### src/rtl/clk_div_monitor_pkg.sv
// Shared state encoding, default parameters and helpers for clk_div_monitor.
package clk_div_monitor_pkg;

  typedef enum logic [1:0] {
    IDLE   = 2'd0,
    MEAS   = 2'd1,
    LOCKED = 2'd2
  } mon_state_e;

  localparam int unsigned DEF_DIV_PERIOD  = 3;
  localparam int unsigned DEF_HIGH_CYCLES = 1;
  localparam int unsigned DEF_LOCK_COUNT  = 4;
  localparam int unsigned DEF_CNT_W       = 8;
  localparam int unsigned ERR_CNT_W       = 8;

  function automatic logic [ERR_CNT_W-1:0] err_inc(input logic [ERR_CNT_W-1:0] cnt);
    return (cnt == '1) ? cnt : cnt + 1'b1;
  endfunction

endpackage

### src/rtl/div_chan_mon.sv
// One phase of the divided-clock monitor: sync, edge detect, period/stall checks, lock FSM.
// High-time checking is compiled in only when DUTY_CHECK_EN is defined.
module div_chan_mon
  import clk_div_monitor_pkg::*;
#(
  parameter int unsigned DIV_PERIOD  = DEF_DIV_PERIOD,
`ifdef DUTY_CHECK_EN
  parameter int unsigned HIGH_CYCLES = DEF_HIGH_CYCLES,
`endif
  parameter int unsigned LOCK_COUNT  = DEF_LOCK_COUNT,
  parameter int unsigned CNT_W       = DEF_CNT_W
) (
  input  logic                 clk_in,
  input  logic                 rst,
  input  logic                 div_i,
  input  logic                 clear_i,
  output logic                 locked_o,
  output logic                 period_err_o,
  output logic                 stall_err_o,
  output logic                 duty_err_o,
  output logic [ERR_CNT_W-1:0] err_cnt_o
);

  localparam int unsigned GOOD_W = (LOCK_COUNT > 1) ? $clog2(LOCK_COUNT) : 1;
  localparam logic [CNT_W-1:0]  PER_EXP   = CNT_W'(DIV_PERIOD);
  localparam logic [CNT_W-1:0]  STALL_LIM = CNT_W'(4 * DIV_PERIOD);
  localparam logic [GOOD_W-1:0] GOOD_LAST = GOOD_W'(LOCK_COUNT - 1);

  logic s1_q, s2_q, s3_q;
  logic rise;
  logic duty_hit;

  mon_state_e            state_q, state_d;
  logic [CNT_W-1:0]      per_cnt_q, per_cnt_d;
  logic [GOOD_W-1:0]     good_cnt_q, good_cnt_d;
  logic [ERR_CNT_W-1:0]  err_cnt_q, err_cnt_d;
  logic                  locked_q, locked_d;
  logic                  period_err_q, period_err_d;
  logic                  stall_err_q, stall_err_d;

`ifdef DUTY_CHECK_EN
  localparam logic [CNT_W-1:0] HI_EXP = CNT_W'(HIGH_CYCLES);
  logic             fall;
  logic [CNT_W-1:0] hi_cnt_q, hi_cnt_d;
  logic             duty_err_q;
  assign fall = ~s2_q & s3_q;
`endif

  // Synchroniser survives a soft clear so an in-flight edge is not lost or invented.
  // NOTE: non-blocking assignments let every flop sample the pre-edge value of its source.
  always_ff @(posedge clk_in) begin
    if (!rst) begin
      s1_q <= 1'b0;
      s2_q <= 1'b0;
      s3_q <= 1'b0;
    end else begin
      s1_q <= div_i;
      s2_q <= s1_q;
      s3_q <= s2_q;
    end
  end

  assign rise = s2_q & ~s3_q;

  // NOTE: every output of this block gets a default first, so no path can infer a latch.
  always_comb begin
    state_d      = state_q;
    good_cnt_d   = good_cnt_q;
    period_err_d = 1'b0;
    stall_err_d  = 1'b0;
    duty_hit     = 1'b0;
    if (rise)                   per_cnt_d = CNT_W'(1);
    else if (per_cnt_q == '1)   per_cnt_d = per_cnt_q;
    else                        per_cnt_d = per_cnt_q + 1'b1;

    case (state_q)
      IDLE: begin
        if (rise) begin
          state_d    = MEAS;
          good_cnt_d = '0;
        end
      end
      MEAS, LOCKED: begin
        if (rise) begin
          if (per_cnt_q != PER_EXP) begin
            period_err_d = 1'b1;
            state_d      = MEAS;
            good_cnt_d   = '0;
          end else if (state_q == MEAS) begin
            if (good_cnt_q == GOOD_LAST) begin
              state_d    = LOCKED;
              good_cnt_d = '0;
            end else begin
              good_cnt_d = good_cnt_q + 1'b1;
            end
          end
        end else if (per_cnt_q == STALL_LIM) begin
          stall_err_d = 1'b1;
          state_d     = IDLE;
          good_cnt_d  = '0;
        end
      end
      default: state_d = IDLE;
    endcase

`ifdef DUTY_CHECK_EN
    if (rise)                  hi_cnt_d = CNT_W'(1);
    else if (!s2_q)            hi_cnt_d = hi_cnt_q;
    else if (hi_cnt_q == '1)   hi_cnt_d = hi_cnt_q;
    else                       hi_cnt_d = hi_cnt_q + 1'b1;
    if (fall && (state_q != IDLE) && (hi_cnt_q != HI_EXP)) begin
      duty_hit = 1'b1;
      if (!stall_err_d) begin
        state_d    = MEAS;
        good_cnt_d = '0;
      end
    end
`endif

    err_cnt_d = (period_err_d | stall_err_d | duty_hit) ? err_inc(err_cnt_q) : err_cnt_q;

    if (clear_i) begin
      state_d      = IDLE;
      per_cnt_d    = '0;
      good_cnt_d   = '0;
      err_cnt_d    = '0;
      period_err_d = 1'b0;
      stall_err_d  = 1'b0;
      duty_hit     = 1'b0;
`ifdef DUTY_CHECK_EN
      hi_cnt_d     = '0;
`endif
    end

    locked_d = (state_d == LOCKED);
  end

  always_ff @(posedge clk_in) begin
    if (!rst) begin
      state_q      <= IDLE;
      per_cnt_q    <= '0;
      good_cnt_q   <= '0;
      err_cnt_q    <= '0;
      locked_q     <= 1'b0;
      period_err_q <= 1'b0;
      stall_err_q  <= 1'b0;
    end else begin
      state_q      <= state_d;
      per_cnt_q    <= per_cnt_d;
      good_cnt_q   <= good_cnt_d;
      err_cnt_q    <= err_cnt_d;
      locked_q     <= locked_d;
      period_err_q <= period_err_d;
      stall_err_q  <= stall_err_d;
    end
  end

`ifdef DUTY_CHECK_EN
  always_ff @(posedge clk_in) begin
    if (!rst) begin
      hi_cnt_q   <= '0;
      duty_err_q <= 1'b0;
    end else begin
      hi_cnt_q   <= hi_cnt_d;
      duty_err_q <= duty_hit;
    end
  end
  assign duty_err_o = duty_err_q;
`else
  assign duty_err_o = 1'b0;
`endif

  assign locked_o     = locked_q;
  assign period_err_o = period_err_q;
  assign stall_err_o  = stall_err_q;
  assign err_cnt_o    = err_cnt_q;

endmodule

### src/rtl/clk_div_monitor.sv
// Two-phase divided-clock monitor: one div_chan_mon per phase of div_in.
// Define DUTY_CHECK_EN to add per-phase high-time checking (duty_err).
module clk_div_monitor
  import clk_div_monitor_pkg::*;
#(
  parameter int unsigned DIV_PERIOD  = DEF_DIV_PERIOD,
  parameter int unsigned HIGH_CYCLES = DEF_HIGH_CYCLES,
  parameter int unsigned LOCK_COUNT  = DEF_LOCK_COUNT,
  parameter int unsigned CNT_W       = DEF_CNT_W
) (
  input  logic       clk_in,
  input  logic       rst,
  input  logic [1:0] div_in,
  input  logic       clear,
  output logic [1:0] locked,
  output logic [1:0] period_err,
  output logic [1:0] stall_err,
  output logic [1:0] duty_err,
  output logic [7:0] err_cnt0,
  output logic [7:0] err_cnt1
);

  // The stall limit must fit in the measurement counter without saturating first.
  if ((DIV_PERIOD < 2) || (HIGH_CYCLES >= DIV_PERIOD) || (LOCK_COUNT < 1) ||
      (CNT_W >= 31) || ((4 * DIV_PERIOD) > ((1 << CNT_W) - 1))) begin : g_bad_cfg
    $error("clk_div_monitor: inconsistent parameter set");
  end

  div_chan_mon #(
    .DIV_PERIOD  (DIV_PERIOD),
`ifdef DUTY_CHECK_EN
    .HIGH_CYCLES (HIGH_CYCLES),
`endif
    .LOCK_COUNT  (LOCK_COUNT),
    .CNT_W       (CNT_W)
  ) u_chan0 (
    .clk_in       (clk_in),
    .rst          (rst),
    .div_i        (div_in[0]),
    .clear_i      (clear),
    .locked_o     (locked[0]),
    .period_err_o (period_err[0]),
    .stall_err_o  (stall_err[0]),
    .duty_err_o   (duty_err[0]),
    .err_cnt_o    (err_cnt0)
  );

  div_chan_mon #(
    .DIV_PERIOD  (DIV_PERIOD),
`ifdef DUTY_CHECK_EN
    .HIGH_CYCLES (HIGH_CYCLES),
`endif
    .LOCK_COUNT  (LOCK_COUNT),
    .CNT_W       (CNT_W)
  ) u_chan1 (
    .clk_in       (clk_in),
    .rst          (rst),
    .div_i        (div_in[1]),
    .clear_i      (clear),
    .locked_o     (locked[1]),
    .period_err_o (period_err[1]),
    .stall_err_o  (stall_err[1]),
    .duty_err_o   (duty_err[1]),
    .err_cnt_o    (err_cnt1)
  );

endmodule

### config.mk
export PLATFORM = sky130hd
export DESIGN_NAME = clk_div_monitor
export DESIGN_NICKNAME = d
export VERILOG_FILES = /design/src/rtl/clk_div_monitor_pkg.sv /design/src/rtl/div_chan_mon.sv /design/src/rtl/clk_div_monitor.sv
export SDC_FILE = /design/constraint.sdc
export NUM_CORES = 1
export LEC_CHECK = 0
export ABC_CLOCK_PERIOD_IN_PS = 3250
export CORE_ASPECT_RATIO = 1.2
export CORE_UTILIZATION = 45
export CTS_CLUSTER_DIAMETER = 150
export CTS_CLUSTER_SIZE = 25
export DETAILED_ROUTE_END_ITERATION = 6
export GPL_ROUTABILITY_DRIVEN = 0
export PLACE_DENSITY = 0.73
export SETUP_SLACK_MARGIN = 0.4
export SKIP_LAST_GASP = 1
export SYNTH_ARGS = -nofsm -noshare
export SYNTH_HDL_FRONTEND = slang
export SYNTH_SLANG_ARGS = --single-unit
### constraint.sdc
create_clock -name clk_in -period 3.25 [get_ports clk_in]
set_clock_uncertainty 0.15 [all_clocks]
set_input_delay 0.65 -clock clk_in [delete_from_list [all_inputs] [get_ports clk_in]]
set_output_delay 0.65 -clock clk_in [all_outputs]
set_load 0.01 [all_outputs]
# Word-level counts from Yosys, hierarchy flattened
# Cells that the tools add are included.
# totals
reg_bits,52
in_bits,5
output_inout_bits,24
word_cells,120
# op_classes
n_addsub,6
n_eq_ne,24
n_mux,46
bitwise,9
reduce_logical,13
# op_table
operator,n
2-bit two-way mux,26
8-bit by 1-bit adder with 8-bit output (second input constant),4
8-bit equality test (second input constant),4
8-bit by 4-bit equality test with 1-bit output (second input constant),2
1-bit two-way mux,16
8-bit by 2-bit != test with 1-bit output (second input constant),2
2-bit case mux with 2 select lines,4
2-bit equality test (second input constant),6
2-bit by 1-bit != test with 1-bit output (second input constant),4
4-bit != test (second input constant),2
4-bit AND reduction,2
3-bit by 1-bit != test with 1-bit output (second input constant),2
2-bit OR reduction,3
3-bit OR reduction,2
1-bit inverter,5
2-bit by 1-bit adder with 2-bit output (second input constant),2
2-bit by 1-bit equality test with 1-bit output (second input constant),2
2-bit zero test,2
2-bit AND reduction,2
2-bit nonzero test,2
1-bit AND,2
1-bit bitwise OR,2

# Depth between registers and ports, before layout
# Gate-level depths: netlist of run 1.
# depth
depth_word,8
mapped_depth,8
depth_no_buf,7

# Cells and area by module
# From an unflattened synthesis of run 1, not the netlist that was laid out.
# unflattened
hier_cells,316
hier_area_um2,2770.2
# by_module_without_submodules
mod,n_inst,cells_per_inst,area_each_um2
div_chan_mon (u_chan1),1,159,1408.9
div_chan_mon (u_chan0),1,157,1361.3

# Least setup slack after synthesis of run 1
# No wires, ideal clock.
# synth_timing
path_type,reg-to-reg
start,register u_chan0.per_cnt_q[4]
end,register u_chan0.err_cnt_q[5] (netlist: u_chan0.err_cnt_o[5])
arrival_time_ps,2198
t_required_ps,3030
path_slack_ps,832
path_stages_with_launch,7
path_cell_list,dfxtp_1 > or4_1 > buf_2 > or4_4 > a21bo_1 > or3_1 > a21oi_1
# synth_between
elab_chain_cells,6
elab_cells_between_ends,10
cone_classes,eq/ne (2); mux (6); bitwise (1); reduce/logical (1)
# synth_rtl
item,line_no,rtl
from (decl),div_chan_mon.sv:34,"logic [CNT_W-1:0] per_cnt_q, per_cnt_d;"
from (signal assigned),div_chan_mon.sv:149,per_cnt_q <= per_cnt_d;
8-bit by 2-bit != test with 1-bit output or 8-bit by 4-bit equality test with 1-bit output (tied branches),"div_chan_mon.sv:85, div_chan_mon.sv:97",
"1-bit two-way mux, on equally long branches","div_chan_mon.sv:85, div_chan_mon.sv:97",
1-bit two-way mux,div_chan_mon.sv:84,if (rise) begin
1-bit two-way mux,div_chan_mon.sv:76,case (state_q)
1-bit bitwise OR *,div_chan_mon.sv:120,err_cnt_d = (period_err_d | stall_err_d | duty_hit) ? err_inc(err_cnt_q) : err_cnt_q;
2-bit AND reduction (no source line) *,n/a,
to (signal assigned),div_chan_mon.sv:151,err_cnt_q <= err_cnt_d;
to (decl),div_chan_mon.sv:36,"logic [ERR_CNT_W-1:0] err_cnt_q, err_cnt_d;"
# Every way passes the cells marked *; elsewhere a longest branch is shown, timed or not.
# A chain may end at the register's enable or synchronous reset.

# Final worst setup path of run 1
# Ends and elaborated chain as after synthesis.

==> metrics.cfg, run 1 <==
[drt]
wirelength_um = 4670
vias_per_cell = 5.49
met2_length_um = 2140
m1WireLength_um = 2310
drt-pass1-iter-count = 6
ant_nets = 0
drt_iter0_markers = 94
wl_per_cell_um = 12.1
drc = 4
top_layer_used = met4
wl_met3_um = 143
vias = 2113

[pwr]
p_comb_share_pct = 4.5
netSwitchingPower_uw = 230
leakage_uw = 0.00106
internal_power_uw = 837
power.density_nw_per_um2 = 362
sw_frac_of_total_pct = 21.5
vdd_drop_max_v = 0.000216
power_frac_seq_pct = 60.7
power_uw = 1070
power_frac_clock_pct = 34.8

[global_route]
grt_pass1_vias = 1855
overflow = 0
grt_first_pass_wirelength_um = 7930
antenna_found_initial = 0
grt.total_usage_pct = 16.4
grt_max_degree = 16

[clock_tree]
clk-insertion-delay-late_ps = 300
clk_pin_slew_ps = 90
cts_sinks = 52
post_cts_buffers = 0
ctsLongestPathBuffers = 2
cts.repair.resized = 0
root_buffer = clkbuf_8
cts-htree-levels = 2
cts_made_buffers = 5
cts_hold_buf = 0
cts_tree = yes

[die]
die_x_um = 71.0
start_util_pct = 47.6
coreArea_um2 = 5410
rows = 29
dieArea_um2 = 6020
die_h_um = 84.8
pin_count = 29

[setup_path]
critical_path.max_fanout = 8
crit_slowest_cell = or4_1
cp_cell_sequence = or4_1, or4_4, a21bo_1, or3_1, a21oi_1
start_kind = flop
cp-end-kind = flop
critPathRequiredTime_ps = 3340
path_class = reg2reg
slowest_delay_ps = 670
path_delay_family = simple AND/OR/NAND/NOR gates
critPathBufInv = 0
worstPathArrival_ps = 2670

[run_status]
violations = DRC
outcome = complete, but fails checks

[yosys]
syn_area_um2 = 2570
synth_seq_cells = 52
avgSynthCellArea_um2 = 8.60
synth_warnings = 0
syn-instance-count = 299
ys_types = 44
seq_area_frac_synth_pct = 40.5

[timing]
period_needed_ps = 2580
fmax_mhz = 388
maxSlewViolCount = 0
tightest_slew_ps = 792
rsz0062_at_grt = no
setup_violations = 0
finalCritPeriodShare_pct = 79.3
hold_viol = 0
slew_headroom_pct = 46.9
setup-tns-final_ps = 0
fin_hold_ws_ps = 292

[final_layout]
drive_gt1_share_pct = 4.95
syn_to_final_growth_pct = 14.4
antennaDiodeCount = 0
fill_cells = 506
nets = 343

[place]
place_hpwl_um = 3440
portBuffers = 26

[run]
max-cap-violations = 0

[min_path]
hp-class = reg2reg

layout by cell type, fill, tap and decap left out, drive strengths merged, types with 2 or more instances in the layout:
cell type      instances
dfxtp                 52
clkdlybuf4s50         26
nor2                  24
a21oi                 22
nand2                 21
nand3                 19
ha                    16
o21ai                 15
inv                   14
and2                   9
clkbuf                 8
nor3                   7
and3                   7
or3                    7
mux2i                  6
xnor2                  6
nor2b                  5
nand2b                 5
nand4                  5
or4                    5
a211oi                 4
a31oi                  4
xor2                   4
nor4                   3
o31ai                  3
or2                    3
buf                    3
a2111oi                2
a311o                  2
o211ai                 2
conb                   2
a21bo                  2
metrics by stage:
stage / std cells / worst slack, ps / cell area, µm² / util, %
after floorplan: 300 / 832 / 2580 / -
after global placement: 377 / 751 / 2850 / 52.8
after global routing: 385 / 489 / 2940 / 54.4
after detailed placement: 377 / 686 / 2850 / 52.8
final: 385 / 674 / 2940 / 54.4
after CTS: 385 / 668 / 2940 / 54.4
cells in the mapped netlist:
library cell   n  area, µm²
buf_4          8       60.1
conb_1         1       3.75
o31ai_1        3       22.5
nor2b_1        5       31.3
o221a_2        1       11.3
a21oi_1       22        110
or3b_2         1       8.76
and4_1         1       8.76
a211oi_1       4       30.0
buf_2          1       5.00
mux2i_1        6       60.1
nor4_1         3       18.8
nor3b_1        1       7.51
o21ai_0       15       75.1
dfxtp_1       52       1040
o211ai_1       2       15.0
nand2_1       21       78.8
o41a_1         1       11.3
a21bo_1        1       10.0
clkbuf_1       5       18.8
nor2_1        24       90.1
a2111o_1       1       11.3
a31oi_1        4       25.0
or4_1          4       30.0
a21boi_1       1       7.51
o21bai_1       1       7.51
inv_1         14       52.6
a21bo_2        1       10.0
a311o_1        2       20.0
and3_1         7       43.8
or3_1          7       43.8
xor2_1         4       35.0
nor3_1         7       35.0
nand4_1        5       31.3
nand3_1       19       95.1
xnor2_1        6       52.6
and2_1         9       56.3
a2111oi_0      2       17.5
or4_4          1       11.3
o2111a_1       1       11.3
ha_1          16        200
nand3b_1       1       7.51
nand2b_1       5       31.3
or2_2          3       18.8
path summary, 6_finish.rpt:
kind | start | slack (ps) | cells past startpoint | to
worst max-delay path | u_chan0.per_cnt_q[4] | 670 | 5 | u_chan0.err_cnt_o[5]
worst min-delay path | u_chan1.s1_q | 290 | 1 | u_chan1.s2_q
worst max register to register | u_chan0.per_cnt_q[4] | 670 | 5 | u_chan0.err_cnt_o[5]
worst min register to register | u_chan1.s1_q | 290 | 1 | u_chan1.s2_q
layout make-up:
class                           count  area (µm²)  area share (%)
Sequential cell                    52        1040            35.4
Multi-Input combinational cell    220        1400            47.5
Timing Repair Buffer               29         283            9.61
Tap cell                           62        77.6            2.64
Clock buffer                        8        90.1            3.06
Inverter                           14        52.6            1.79
layer usage:
| layer | vias up | track usage [%] |
|---|---|---|
| met5 | - | 0 |
| met1 | 973 | 20.6 |
| met4 | 0 | 8.36 |
| met2 | 32 | 26.6 |
| met3 | 6 | 3.56 |
| li1 | 1102 | - |
cell families (layout without fill, tap and decap cells):
family / after synthesis / count (layout) / share of synthesized area, %
and+or+nand+nor: 124 / 124 / 25.2
AOI/OAI and AO/OA: 62 / 62 / 15.4
DFF: 52 / 52 / 40.5
buffers and inverters: 28 / 51 / 5.30
adders and majority gates: 16 / 16 / 7.78
xor gates and xnor gates: 10 / 10 / 3.40
muxes: 6 / 6 / 2.33
other: 1 / 2 / 0.146
registers in the layout, summed over array words and instances (netlist names), 2 cells and up:
signal and count:
u_chan1.state_q 2, u_chan1.good_cnt_q 2, u_chan1.err_cnt_o 8, u_chan0.good_cnt_q 2, u_chan1.per_cnt_q 8, u_chan0.state_q 2
u_chan0.per_cnt_q 8, u_chan0.err_cnt_o 8
power groups by stage:
stage | logic (µW) | registers [µW] | clock network (µW)
after floorplan | 33.4 | 661 | 0
after global placement | 47.3 | 662 | 0
after detailed placement | 48.0 | 662 | 0
after CTS | 48.2 | 647 | 387
after global routing | 54.4 | 648 | 405
final | 48.0 | 647 | 371
worst reg2reg max path, stage by stage (launching register included):
cell and delay, ps:
dfxtp_1 360, or4_1 670, or4_4 570, a21bo_1 270, or3_1 360, a21oi_1 140
(Power assumes the default switching activity.)
==> inputs of run 2 (changes only) <==
Settings changed: ABC_CLOCK_PERIOD_IN_PS 3250 to 2400.
Clock period 3.25 ns to 2.4 ns, I/O delays scaled along.
==> run 2 against run 1 <==
Against the previous run:
- total power grew 33%
- sequential cell count is the same
- the flow still finishes with violations (DRC)
- critical path depth is the same
- utilization grew 5.9 points
- final area grew 11%
- worst setup slack lost 560 ps
- wire length grew 14%
- critical endpoint is now u_chan0.err_cnt_o[4]
==> metrics.cfg, run 2 (synthesis results as in run 1) <==
[clock_tree]
cts-htree-levels = 2
clk-insertion-delay-late_ps = 310
clk_pin_slew_ps = 90
root_buffer = clkbuf_8
cts_hold_buf = 0
cts_sinks = 52
cts_tree = yes
cts_made_buffers = 5
ctsLongestPathBuffers = 2

[run_status]
violations = DRC
outcome = complete, but fails checks

[pwr]
p_comb_share_pct = 5.3
sw_frac_of_total_pct = 22.7
leakage_uw = 0.00118
vdd_drop_max_v = 0.000264
netSwitchingPower_uw = 322
power.density_nw_per_um2 = 436
power_frac_seq_pct = 61.6
internal_power_uw = 1100
power_frac_clock_pct = 33.2

[final_layout]
fill_cells = 475
final_common_cell = dfxtp_1
nets = 362
syn_to_final_growth_pct = 26.8
drive_gt1_share_pct = 20.5
seq_area_um2 = 1060
multi_input_area_um2 = 1560
mostFrequentLayoutCells = dfxtp_1, clkdlybuf4s50_1, nor2_1
antennaDiodeCount = 0
fin_area_um2 = 3260

[setup_path]
start_kind = flop
r2r_end = u_chan0.err_cnt_o[4]
cp-end-kind = flop
path_class = reg2reg
setup.worst_path.start = u_chan0.per_cnt_q[7]
worstRegToRegCells = 5
critical_path.max_fanout = 7
reg2reg_slack_ps = 120
reg2reg_from = u_chan0.per_cnt_q[7]
worstPathArrival_ps = 2380
critPathRequiredTime_ps = 2490
endpoint = u_chan0.err_cnt_o[4]

[timing]
setup_violations = 0
rsz0062_at_grt = yes
tightest_slew_ps = 549
fmax_mhz = 438
finalCritPeriodShare_pct = 95.1
maxSlewViolCount = 0
slew_headroom_pct = 63.3
setup-tns-final_ps = 0
period_needed_ps = 2280
hold_viol = 0

[run]
max-cap-violations = 0

[drt]
wl_per_cell_um = 13.2
vias = 2238
wirelength_um = 5330
ant_nets = 0
vias_per_cell = 5.55
drt-pass1-iter-count = 7
drc = 3
drt_iter0_markers = 92

[global_route]
grt_max_degree = 15
grt.total_usage_pct = 18.4
grt_first_pass_wirelength_um = 8930
antenna_found_initial = 0
overflow = 0
grt_pass1_vias = 2022

[place]
placed_area_um2 = 2930
place_hpwl_um = 3600
portBuffers = 26

[die]
die_h_um = 84.8
rows = 29
pin_count = 29
dieArea_um2 = 6020
die_x_um = 71.0
coreArea_um2 = 5410
start_util_pct = 47.6

[min_path]
hp-class = reg2reg

-- run 2: changes by cell type in the layout (fill, tap and decap cells not counted), sizes merged --
cell and delta:
clkinv +1, clkbuf -2, buf +19
-- run 2: worst min path at each step --
stage | startpoint | endpoint | slack [ps] | cells past startpoint
final | u_chan0.s1_q | u_chan0.s2_q | 290 | 1
after floorplan | u_chan0.s1_q | u_chan0.s2_q | 260 | 1
after global routing | u_chan0.s1_q | u_chan0.s2_q | 330 | 1
after detailed placement | u_chan0.s1_q | u_chan0.s2_q | 270 | 1
after global placement | u_chan0.s1_q | u_chan0.s2_q | 260 | 1
after CTS | u_chan0.s1_q | u_chan0.s2_q | 290 | 1
-- run 2: critical path, cell delays in order (launching register included) --
cell and delay, ps:
dfxtp_2 330, or4_4 530, or4_4 520, a21bo_4 250, or3_1 330, a21oi_2 110
-- run 2: power by group through the flow --
stage	clock (µW)	combinational, µW	sequential [µW]
6_report	472	74.8	876
5_1_grt	528	83.7	878
4_1_cts	488	71.3	877
3_5_place_dp	0	67.0	897
3_3_place_gp	0	65.6	896
2_1_floorplan	0	45.6	895
-- run 2: final cells by class --
| class | count | share of cell area [%] |
|---|---|---|
| clock inverter | 1 | 0.153 |
| tap | 62 | 2.38 |
| sequential | 52 | 32.4 |
| timing repair buffer | 48 | 13.4 |
| clock buffer | 6 | 2.22 |
| inverter | 14 | 1.61 |
| multi-input combinational | 220 | 47.9 |
-- run 2: routing by layer --
metal,global-route usage [%],up-vias,routed length (µm)
li1,-,1140,-
met4,8.00,0,87
met2,30.6,37,2680
met1,23.0,1054,2400
met3,4.04,7,164
met5,0,-,0
-- run 2: metrics by stage --
step	cells	util [%]	total power [µW]	hold slack [ps]	setup WS [ps]
6_report	403	60.3	1420	289	118
3_3_place_gp	384	54.1	962	265	90.6
3_5_place_dp	384	54.1	964	272	32.7
4_1_cts	400	57.9	1440	294	124
5_1_grt	403	60.3	1490	333	45.3
2_1_floorplan	300	-	941	262	24.5
-- run 2: timing repair --
action	4_1_cts	5_1_grt
buffers inserted	8	3
pin swaps	13	18
setup endpoints to repair	25	28
cloned	1	0
resized for setup	21	26
endpoints found under the hold margin	0	0
